--- config.mk ---
export PLATFORM = sky130hd
export DESIGN_NAME = uart_rx_capture_ctrl
export DESIGN_NICKNAME = d
export VERILOG_FILES = /design/src/rtl/uart_rx_capture_ctrl.sv
export SDC_FILE = /design/constraint.sdc
export NUM_CORES = 1
export LEC_CHECK = 0
export BUFFER_PORTS_ARGS = -buffer_cell sky130_fd_sc_hd__clkbuf_2
export CORE_UTILIZATION = 40
export DETAILED_ROUTE_END_ITERATION = 8
export PLACE_DENSITY = 0.56
export REMOVE_ABC_BUFFERS = 1
export SLEW_MARGIN = 15
export SYNTH_ARGS = -nofsm -noshare
export SYNTH_HDL_FRONTEND = slang
export SYNTH_SLANG_ARGS = --single-unit
export TNS_END_PERCENT = 5
--- constraint.sdc ---
create_clock -name m_clock -period 2.5 [get_ports m_clock]
set_input_delay 0.5 -clock m_clock [delete_from_list [all_inputs] [get_ports m_clock]]
set_output_delay 0.5 -clock m_clock [all_outputs]
set_load 0.005 [all_outputs]
--- src/rtl/uart_rx_capture_ctrl.sv ---
// UART receive capture: flow control, 16-entry byte log, display scan.
// Optional RX_ERR_STORE_EN: keep errored frames, tagged, in the log.
module uart_rx_capture_ctrl #(
    parameter int         DWELL      = 50000000,
    parameter logic [1:0] BIT_LENGTH = 2'b11,
    parameter logic       PARITY_EN  = 1'b0,
    parameter logic       ODD_PARITY = 1'b0
) (
    input  logic       m_clock,
    input  logic       p_reset,
    input  logic       rx_ready_i,
    input  logic [7:0] rx_data_i,
    input  logic       rx_parity_err_i,
    input  logic       rx_framing_err_i,
    input  logic       rx_operation_i,
    output logic       rx_enable_o,
    output logic [1:0] rx_bitlength_o,
    output logic       rx_parityen_o,
    output logic       rx_oddparity_o,
    input  logic       clear_i,
    input  logic       pop_i,
    input  logic       hold_i,
    output logic [4:0] count_o,
    output logic       full_o,
    output logic       empty_o,
    output logic [7:0] err_cnt_o,
    output logic [7:0] ovf_cnt_o,
    output logic       disp_valid_o,
    output logic [3:0] disp_idx_o,
    output logic [7:0] disp_data_o,
    output logic       disp_err_o
);

    localparam int DW = (DWELL > 2) ? $clog2(DWELL) : 1;
    localparam logic [DW-1:0] LAST = DW'(DWELL - 1);

    typedef enum logic [1:0] {RUN, DRAIN, STOP} flow_t;
    typedef enum logic {SCAN_IDLE, SCAN_SHOW} scan_t;

    logic [7:0]    r_mem [16];
    logic [3:0]    r_wr_ptr, r_rd_ptr;
    logic [4:0]    r_count;
    logic [7:0]    r_err_cnt, r_ovf_cnt;
    flow_t         r_flow, w_flow_nxt;
    logic          r_rx_enable;
    scan_t         r_scan, w_scan_nxt;
    logic [3:0]    r_pos, w_pos_nxt;
    logic [DW-1:0] r_dwell, w_dwell_nxt;
    logic          r_disp_valid;
    logic [3:0]    r_disp_idx;
    logic [7:0]    r_disp_data;

    logic w_err, w_full, w_empty, w_wr, w_pop, w_err_inc, w_ovf_inc;
    logic [3:0] w_disp_addr;

    assign w_err   = rx_parity_err_i | rx_framing_err_i;
    assign w_full  = (r_count == 5'd16);
    assign w_empty = (r_count == 5'd0);
    assign w_pop   = pop_i & ~w_empty & ~clear_i;
    assign w_disp_addr = r_rd_ptr + r_pos;

`ifdef RX_ERR_STORE_EN
    logic [15:0] r_tag;
    logic        r_disp_err;

    assign w_wr      = rx_ready_i & ~w_full & ~clear_i;
    assign w_err_inc = rx_ready_i & w_err & ~w_full & ~clear_i;
    assign w_ovf_inc = rx_ready_i & w_full & ~clear_i;

    always_ff @(posedge m_clock) begin
        if (w_wr) r_tag[r_wr_ptr] <= w_err;
    end

    always_ff @(posedge m_clock or negedge p_reset) begin
        if (!p_reset)                           r_disp_err <= 1'b0;
        else if (clear_i || r_scan == SCAN_IDLE) r_disp_err <= 1'b0;
        else                                    r_disp_err <= r_tag[w_disp_addr];
    end

    assign disp_err_o = r_disp_err;
`else
    // Errors take precedence over full: an errored frame never counts as overflow.
    assign w_wr      = rx_ready_i & ~w_err & ~w_full & ~clear_i;
    assign w_err_inc = rx_ready_i & w_err & ~clear_i;
    assign w_ovf_inc = rx_ready_i & ~w_err & w_full & ~clear_i;
    assign disp_err_o = 1'b0;
`endif

    always_ff @(posedge m_clock) begin
        if (w_wr) r_mem[r_wr_ptr] <= rx_data_i;
    end

    always_ff @(posedge m_clock or negedge p_reset) begin
        if (!p_reset) begin
            r_wr_ptr  <= 4'd0;
            r_rd_ptr  <= 4'd0;
            r_count   <= 5'd0;
            r_err_cnt <= 8'd0;
            r_ovf_cnt <= 8'd0;
        end else if (clear_i) begin
            r_wr_ptr  <= 4'd0;
            r_rd_ptr  <= 4'd0;
            r_count   <= 5'd0;
            r_err_cnt <= 8'd0;
            r_ovf_cnt <= 8'd0;
        end else begin
            if (w_wr)  r_wr_ptr <= r_wr_ptr + 4'd1;
            if (w_pop) r_rd_ptr <= r_rd_ptr + 4'd1;
            if (w_wr && !w_pop)      r_count <= r_count + 5'd1;
            else if (!w_wr && w_pop) r_count <= r_count - 5'd1;
            if (w_err_inc && r_err_cnt != 8'hFF) r_err_cnt <= r_err_cnt + 8'd1;
            if (w_ovf_inc && r_ovf_cnt != 8'hFF) r_ovf_cnt <= r_ovf_cnt + 8'd1;
        end
    end

    always_comb begin
        w_flow_nxt = r_flow;
        if (clear_i) begin
            w_flow_nxt = RUN;
        end else begin
            unique case (r_flow)
                RUN:     if (w_full) w_flow_nxt = DRAIN;
                DRAIN:   if (!w_full) w_flow_nxt = RUN;
                         else if (!rx_operation_i) w_flow_nxt = STOP;
                STOP:    if (!w_full) w_flow_nxt = RUN;
                default: w_flow_nxt = RUN;
            endcase
        end
    end

    always_ff @(posedge m_clock or negedge p_reset) begin
        if (!p_reset) begin
            r_flow      <= RUN;
            r_rx_enable <= 1'b1;
        end else begin
            r_flow      <= w_flow_nxt;
            r_rx_enable <= (w_flow_nxt != STOP);
        end
    end

    always_comb begin
        w_scan_nxt  = r_scan;
        w_pos_nxt   = r_pos;
        w_dwell_nxt = r_dwell;
        if (clear_i) begin
            w_scan_nxt  = SCAN_IDLE;
            w_pos_nxt   = 4'd0;
            w_dwell_nxt = '0;
        end else begin
            unique case (r_scan)
                SCAN_IDLE: begin
                    w_pos_nxt   = 4'd0;
                    w_dwell_nxt = '0;
                    if (!w_empty) w_scan_nxt = SCAN_SHOW;
                end
                SCAN_SHOW: begin
                    if (w_empty) begin
                        w_scan_nxt  = SCAN_IDLE;
                        w_pos_nxt   = 4'd0;
                        w_dwell_nxt = '0;
                    end else if (w_pop) begin
                        w_pos_nxt   = 4'd0;
                        w_dwell_nxt = '0;
                    end else if (!hold_i) begin
                        if (r_dwell == LAST) begin
                            w_dwell_nxt = '0;
                            w_pos_nxt = (({1'b0, r_pos} + 5'd1) >= r_count) ?
                                        4'd0 : r_pos + 4'd1;
                        end else begin
                            w_dwell_nxt = r_dwell + 1'b1;
                        end
                    end
                end
                default: w_scan_nxt = SCAN_IDLE;
            endcase
        end
    end

    always_ff @(posedge m_clock or negedge p_reset) begin
        if (!p_reset) begin
            r_scan       <= SCAN_IDLE;
            r_pos        <= 4'd0;
            r_dwell      <= '0;
            r_disp_valid <= 1'b0;
            r_disp_idx   <= 4'd0;
            r_disp_data  <= 8'd0;
        end else begin
            r_scan  <= w_scan_nxt;
            r_pos   <= w_pos_nxt;
            r_dwell <= w_dwell_nxt;
            if (clear_i || r_scan == SCAN_IDLE) begin
                r_disp_valid <= 1'b0;
                r_disp_idx   <= 4'd0;
                r_disp_data  <= 8'd0;
            end else begin
                r_disp_valid <= 1'b1;
                r_disp_idx   <= r_pos;
                r_disp_data  <= r_mem[w_disp_addr];
            end
        end
    end

    assign rx_enable_o    = r_rx_enable;
    assign rx_bitlength_o = BIT_LENGTH;
    assign rx_parityen_o  = PARITY_EN;
    assign rx_oddparity_o = ODD_PARITY;
    assign count_o        = r_count;
    assign full_o         = w_full;
    assign empty_o        = w_empty;
    assign err_cnt_o      = r_err_cnt;
    assign ovf_cnt_o      = r_ovf_cnt;
    assign disp_valid_o   = r_disp_valid;
    assign disp_idx_o     = r_disp_idx;
    assign disp_data_o    = r_disp_data;

endmodule

Yosys cells after proc, flatten, opt, wreduce, memory -nomap -nowiden
Memory sizes are Yosys's and may differ from the RTL's.
Index checks and enable logic that the tools add are counted.
{"block": "classes", "add_sub_neg": 10, "order_cmp": 1, "n_eq_ne": 9, "n_mux": 37, "n_bitwise": 15, "n_reduce_logical": 15}
{"op": "$mux 26", "n": 5}
{"op": "$pmux 26 s2", "n": 1}
{"op": "$mux 4", "n": 11}
{"op": "$mux 8", "n": 5}
{"op": "$add 26x1->26 const B", "n": 1}
{"op": "$eq 26x26->1 const B", "n": 1}
{"op": "$add 8x1->8 const B", "n": 2}
{"op": "$ne 8x8->1 const B", "n": 2}
{"op": "$mux 5", "n": 3}
{"op": "$add 4x1->4 const B", "n": 3}
{"op": "$mux 2", "n": 5}
{"op": "$and 1x1->1", "n": 9}
{"op": "$pmux 4 s2", "n": 1}
{"op": "$reduce_bool 2->1", "n": 4}
{"op": "$pmux 2 s3", "n": 1}
{"op": "$add 4x1->5 const B", "n": 1}
{"op": "$add 5x1->5 const B", "n": 1}
{"op": "$eq 5x5->1 const B", "n": 1}
{"op": "$ge 5x5->1", "n": 1}
{"op": "$logic_not 5->1", "n": 1}
{"op": "$mux 1", "n": 5}
{"op": "$ne 5x2->1 const B", "n": 1}
{"op": "$ne 5x3->1 const B", "n": 1}
{"op": "$not 1->1", "n": 5}
{"op": "12 further kinds", "n": 16}
{"block": "totals", "ff_bits": 76, "ramBits": 128, "input_bits": 17, "out_inout_bits": 42, "wordCells": 101, "n_memories": 1}
{"memory": "r_mem", "words": 16, "width": 8, "read_ports": 1, "rd_ports_with_merged_regs": 0, "write_ports": 1, "line": "40", "source": "logic [7:0] r_mem [16];"}

Longest topological paths before layout
Gate-level depths: netlist of the first run.
{"block": "logic_depth", "word_depth": 10, "depth_mapped": 11, "depth_no_buf": 10}

Worst setup path before layout of the first run
No wires, ideal clock.
{"block": "synth_path", "path_kind": "input-to-reg", "start": "input port rx_framing_err_i", "end": "register r_count[4] (netlist: count_o[4])", "setup_ps": 78, "arrival_time_ps": 2780, "required_time_ps": 2422, "path_slack_ps": -358, "stages": 10, "n_path_buf": 0, "cell_sequence": "nor3b_1 > a21boi_2 > nor2b_1 > nand2_1 > ha_1 > a21oi_1 > a21oi_1 > a41oi_1 > a32oi_1 > a21oi_1"}
{"block": "synth_between", "elab_chain_cells": 8, "elab_cells_between_ends": 11, "cone_classes": "2 x mux; 5 x bitwise; 4 x reduce/logical"}
{"item": "start, declared", "line": "14", "source": "input logic rx_framing_err_i,"}
{"item": "$or 1x1->1 (*)", "line": "56", "source": "assign w_err = rx_parity_err_i | rx_framing_err_i;"}
{"item": "$not 1->1 (*)", "line": "83", "source": "assign w_wr = rx_ready_i & ~w_err & ~w_full & ~clear_i;"}
{"item": "$and 1x1->1 (*) (3 in series)", "line": "83"}
{"item": "$logic_and 1x1->1 or $logic_not 1->1 (tied branches)", "line": "109, 110"}
{"item": "$mux 5 or $logic_and 1x1->1 (tied branches)", "line": "109, 110"}
{"item": "$mux 5 or $reduce_bool 3->1 (tied branches)"}
{"item": "end signal, assigned", "line": "109", "source": "if (w_wr && !w_pop) r_count <= r_count + 5'd1;"}
{"item": "end signal, assigned", "line": "110", "source": "else if (!w_wr && w_pop) r_count <= r_count - 5'd1;"}
{"item": "end, declared", "line": "42", "source": "logic [4:0] r_count;"}
Every way passes the cells marked *; elsewhere a longest branch is shown, timed or not.
A chain may end at the register's enable or synchronous reset.

Final worst setup path of the first run
{"block": "layout_path", "start": "register r_count[3] (netlist: count_o[3])", "end": "register r_dwell[21]"}
{"block": "layout_between", "elab_chain_cells": 8, "elab_cells_between_ends": 9, "cone_classes": "1 x eq/ne; 4 x mux; 3 x bitwise; 1 x reduce/logical"}
{"item": "$logic_not 5->1 (*)", "line": "58", "source": "assign w_empty = (r_count == 5'd0);"}
{"item": "$not 1->1", "line": "59", "source": "assign w_pop = pop_i & ~w_empty & ~clear_i;"}
{"item": "$and 1x1->1 (2 in series)", "line": "59"}
{"item": "$mux 26", "line": "161", "source": "end else if (w_pop) begin"}
{"item": "$mux 26", "line": "157", "source": "if (w_empty) begin"}
{"item": "$pmux 26 s2", "line": "150", "source": "unique case (r_scan)"}
{"item": "$mux 26", "line": "145", "source": "if (clear_i) begin"}
{"item": "end signal, assigned", "line": "190", "source": "r_dwell <= w_dwell_nxt;"}
{"item": "end, declared", "line": "48", "source": "logic [DW-1:0] r_dwell, w_dwell_nxt;"}
Marked as above.

==> results of run 1 <==
-- worst max-delay path, cell delays in order, from the launching register on --
cell and delay [ns]:
dfrtp_1 0.40, buf_4 0.18, or4_4 0.57, o21ai_4 0.20, nand4_4 0.25, or4_1 0.55
a21oi_1 0.15
-- cells in the mapped netlist, drive strengths merged (4+ instances only) --
| library cell | count |
|---|---|
| edfxtp | 128 |
| o31ai | 9 |
| a21o | 4 |
| inv | 21 |
| mux2i | 21 |
| dfrtp | 75 |
| a21oi | 20 |
| and3 | 7 |
| nand2b | 5 |
| nand3 | 25 |
| ha | 20 |
| o21ai | 12 |
| xor2 | 20 |
| buf | 13 |
| nor2 | 58 |
| xnor2 | 15 |
| mux4 | 32 |
| o22ai | 8 |
| or4 | 9 |
| nor3b | 4 |
| nor3 | 12 |
| clkbuf | 17 |
| nand2 | 29 |
| or3 | 6 |
| nand4 | 18 |
| and2 | 8 |
| nor2b | 5 |
-- cell usage in the layout (no fill, tap or decap), types with 21 or more instances in the layout --
master,n
buf_4,51
clkbuf_16,23
clkbuf_2,52
dfrtp_1,74
edfxtp_1,128
inv_1,21
mux2i_1,21
mux4_2,32
nand2_1,28
nand3_1,25
nor2_1,58
-- worst paths after layout --
| kind | to | start | slack (ns) | cells after the start |
|---|---|---|---|---|
| min in group asynchronous | r_dwell[16] | p_reset | 0.45 | 2 |
| max in group asynchronous | count_o[2] | p_reset | 1.39 | 3 |
| worst max-delay path | r_dwell[21] | count_o[3] | 0.13 | 6 |
| worst max register to register | r_dwell[21] | count_o[3] | 0.13 | 6 |
| worst min-delay path | r_dwell[0] | hold_i | 0.37 | 3 |
| worst min register to register | r_flow[0] | r_flow[1] | 0.48 | 1 |
-- final cells by class --
class,instances,area [um2],area share (%)
well taps,280,350,3.25
repair buffers,109,753,6.99
multi-input cells,386,3120,28.9
clock buffers,27,611,5.66
flip-flops and latches,204,5750,53.3
inverters,21,78.8,0.731
clock inverters,15,124,1.15
-- state kept, by name (all words and copies together), names as in the netlist, 5 cells and up --
signal and count:
count_o 5, disp_data_o 8, err_cnt_o 8, ovf_cnt_o 8
r_dwell 26, r_mem 128
-- repair_timing --
| action | 4_1_cts | 5_1_grt |
|---|---|---|
| setup buffers | 0 | 1 |
| endpoints found under the setup margin | 0 | 5 |
| hold buffers | 1 | 0 |
| hold endpoints to repair | 18 | 0 |
| resized for setup | 0 | 5 |
-- per-stage QoR --
step	instances	utilization [%]	setup slack, ns	setup TNS (ns)	total power (W)
floorplan	611	-	-0.357	-11.00	0.00512
global placement	998	45.4	-0.000592	-0.000592	0.00585
detailed placement	998	45.4	-0.139	-0.139	0.00589
CTS	1041	48.8	0.00255	0	0.00918
global route	1042	48.9	-0.0579	-0.0579	0.00955
finish	1042	48.9	0.127	0	0.00911
-- where the power goes --
part | leakage [nW] | internal (W) | switching, W
combinational | 1.66 | 0.00103 | 0.00103
sequential | 2.20 | 0.00369 | 0.0000960
clock | 0.364 | 0.00195 | 0.00131
total | 4.22 | 0.00667 | 0.00244
-- metal layers --
metal  up-vias  wire (um)
li1       2616          -
met1      2837       8720
met2       174       9450
met3        37       1090
met4         0        469
met5         -          0
-- cells by family after synthesis --
kind of cell	count (synthesis)
AO/OA/AOI/OAI	71
XOR/XNOR	35
adder cells (fa/ha/maj)	22
buffers and inverters	51
flip-flops	204
multiplexers	56
other	2
AND/OR/NAND/NOR	197
==> reports/results.ini, run 1 <==
[power_and_ir_drop]
ir_drop_mv=0.610
p_per_area_mw_per_mm2=845
p_leak_nw=4.22

[clock_tree]
cts_sinks=204
cts_buffers=23
cts_tree=done
cts_root_buf=clkbuf_16
path_clk_slew_ns=0.06
clock_latency_ns=0.50
cts_max_path_buffers=3
cts_htree_levels=1

[place]
dp_hpwl_um=13300
gp_congestion=0.848
placed_area_mm2=0.0100
portBuffers=53

[drt]
dr.pass1.iters=7
drc=0
num_vias=5664
vias_per_cell=5.44
drtAntennaViolNets=0
wl_um=19700
wire_per_inst_um=18.9
drt_iter0_markers=378

[synth]
synth-seq-cells=204
synth-simple-area-share_pct=11.5
avgSynthCellArea_um2=14.2
ys_seq_area_share_pct=63.5
syn-cell-area_mm2=0.00905
synth_edf_count=128
synth_xor_area_share_pct=3.39
ys_types=57
async_flop_share_pct=37.3
synth_fa_ha_area_share_pct=3.21
synth_top_cell_by_area=edfxtp_1
synth-compound-area-share_pct=5.20
synth_flop_cell=edfxtp_1
yosys_warnings=0
yosys-mux-area-fraction_pct=10.7
ys_top_cells_by_area=edfxtp_1, dfrtp_1, mux4_2
synth_top_family_by_area=simple AND/OR/NAND/NOR gates
syn_inst=638
synth_top_area_share_pct=42.5

[floorplanning]
dieHeight_um=152
dieWidth_um=152
io_pins=59
core_mm2=0.0220
die_area_mm2=0.0232
start_util_pct=41.1
std_cell_rows=54

[sta]
whs_ns=0.374
min_period_ns=2.37
clock.fmax_mhz=421
slew_headroom_pct=50.0
final_max_slew_viol_count=0
finalClockSkew_ns=0.00612
tightest_slew_ns=0.750
rsz0062_at_grt=yes
setup_viol=0
finalCritPeriodShare_pct=94.9
finalHoldViolCount=0

[global_routing]
grt_pass1_vias=5923
grt-busiest-layer=met2
overflow=0
grt_usage_pct=17.6
grt_pass1_wl_um=32300
grt_max_degree=36
antenna_found_initial=0
grt_use_met1_pct=24.2
grtUsageMet3_pct=2.62
use_met2_pct=29.3

[job]
max-cap-violations=0

[finish]
drive_gt1_share_pct=25.2
final_area_mm2=0.0108
diodes=0
fin_nets=784
n_fill_cell=1944
area_growth_syn_to_layout_pct=19.1

[worst_setup_path]
crit_type=reg -> reg
cp.required_ns=2.93
crit_path_end_kind=flop
setup.worst_path.start_class=flop
cp_max_fo=16
critical_path_arrival_ns=2.81

[hold_path]
holdCritPathClass=in -> reg

[status]
status=complete, no violations

(Power assumes the default switching activity.)
==> inputs of run 2 (changes only) <==
- BUFFER_PORTS_ARGS: -buffer_cell sky130_fd_sc_hd__clkbuf_2 -> default
- DONT_BUFFER_PORTS: default -> 1
- PLACE_DENSITY: 0.56 -> 0.53
==> run 2 against run 1 <==
Compared with the run above:
- the flow now finishes with violations (design-rule violations)
- clock power down 2%
- critical path depth up 2
- via count down 6.8%
==> reports/results.ini, run 2 (synthesis gave the netlist of run 1 again) <==
[worst_setup_path]
critical_path_arrival_ns=2.71
cp.required_ns=2.84
crit_type=reg -> reg
setup.worst_path.start_class=flop
critPathMaxStageDelay_ns=0.53
path_cells=ha_2 -> inv_1 -> fa_1 -> buf_12 -> mux4_2 -> mux2i_1 -> buf_4 -> o22ai_1
crit_path_end_kind=flop
cp_slowest_cell=fa_1
crit_family=adder cells
cp_max_fo=28
cp_num_buf_inv=3

[drt]
num_vias=5281
drtAntennaViolNets=0
wl_um=18900
drc=1
vias_per_cell=5.43
dr.pass1.iters=8
wire_per_inst_um=19.4
drt_iter0_markers=324

[place]
dp_hpwl_um=12400
portBuffers=0
gp_congestion=0.801
place_inst=930

[sta]
min_period_ns=2.36
rsz0062_at_grt=no
final_max_slew_viol_count=0
setup_viol=0
tightest_slew_ns=0.778
finalClockSkew_ns=0.0174
slew_headroom_pct=48.2
clock.fmax_mhz=423
finalHoldViolCount=0
whs_ns=0.0695
finalCritPeriodShare_pct=94.6

[clock_tree]
cts_tree=done
path_clk_slew_ns=0.06
cts_sinks=204
cts_root_buf=clkbuf_16
cts_max_path_buffers=3
cts_buffers=22
clock_latency_ns=0.50
cts_htree_levels=1

[global_routing]
grt_max_degree=77
grt_pass1_wl_um=30600
overflow=0
grt_pass1_vias=5435
grt_usage_pct=16.7
antenna_found_initial=0

[finish]
layout_common_cells=edfxtp_1, dfrtp_1, nor2_1, buf_4, mux4_2
mostFrequentLayoutCell=edfxtp_1
fin_cells=972
drive_gt1_share_pct=18.6
area_growth_syn_to_layout_pct=14.8
diodes=0
fin_nets=716
top_regs=r_mem: 128 flops, r_dwell: 26 flops
fin_util_pct=47.2
top_register=r_mem
largest_reg_flops=128

[power_and_ir_drop]
p_per_area_mw_per_mm2=853
p_leak_nw=3.91
ir_drop_mv=0.455

[floorplanning]
io_pins=59
dieHeight_um=152
std_cell_rows=54
die_area_mm2=0.0232
core_mm2=0.0220
dieWidth_um=152
start_util_pct=41.1

[hold_path]
holdCritPathClass=in -> reg

[status]
violations=design-rule violations
status=complete, but fails checks

[job]
max-cap-violations=0

## run 2: changes by cell type in the layout (fill, tap and decap cells not counted), moves of 2 or more
cell / delta
buf_12: -2
buf_4: -14
clkinv_1: -7
inv_6: -2
clkinv_2: +3
clkbuf_2: -52
clkbuf_1: +2
## run 2: final cells by class
| type | instances | area [um2] |
|---|---|---|
| multi-input cells | 386 | 3120 |
| fillers | 1925 | 11600 |
| repair buffers | 42 | 375 |
| flip-flops and latches | 204 | 5750 |
| clock buffers | 29 | 607 |
| well taps | 280 | 350 |
| inverters | 21 | 78.8 |
| clock inverters | 10 | 111 |
## run 2: power by group
group,total [W],switching (W),internal [W]
logic,0.00188,0.000948,0.000928
clock network,0.00318,0.00127,0.00192
registers,0.00380,0.000108,0.00369
total,0.00886,0.00232,0.00654
## run 2: worst paths after layout
path	from	to	slack (ns)	depth (start not counted)
setup / recovery	r_rd_ptr[0]	disp_data_o[6]	0.14	8
hold / removal	clear_i	err_cnt_o[0]	0.07	1
setup reg to reg	r_rd_ptr[0]	disp_data_o[6]	0.14	8
hold reg to reg	r_flow[1]	r_flow[0]	0.47	1
max in group asynchronous	p_reset	rx_enable_o	1.55	2
min in group asynchronous	p_reset	disp_data_o[2]	0.57	2
## run 2: what timing repair did
| action | 4_1_cts | 5_1_grt |
|---|---|---|
| setup buffers | 0 | 1 |
| endpoints found under the setup margin | 0 | 2 |
| resized for setup | 0 | 7 |
| hold buffers | 2 | 0 |
| endpoints found under the hold margin | 76 | 0 |
## run 2: routing by layer
metal | share of wire, % | track usage [%] | routed length [um]
met5 | 0 | 0 | 0
met4 | 1.6 | 4.14 | 297
met3 | 3.6 | 2.19 | 680
met2 | 48 | 27.2 | 9050
met1 | 47 | 23.8 | 8830
## run 2: metrics by stage
stage | setup slack (ns) | instance area [um2] | total power, W | setup TNS [ns]
after floorplan | -0.357 | 8910 | 0.00512 | -11.00
after global placement | 0.0491 | 9600 | 0.00565 | 0
after detailed placement | -0.120 | 9600 | 0.00569 | -0.120
after CTS | 0.0306 | 10400 | 0.00894 | 0
after global routing | 0.0116 | 10400 | 0.00926 | 0
final | 0.136 | 10400 | 0.00886 | 0
## run 2: worst reg2reg max path, stage by stage, from the launching register on
cell and delay [ns]:
dfrtp_1 0.43, ha_2 0.21, inv_1 0.05, fa_1 0.53, buf_12 0.22, mux4_2 0.36, mux2i_1 0.18, buf_4 0.16
o22ai_1 0.07
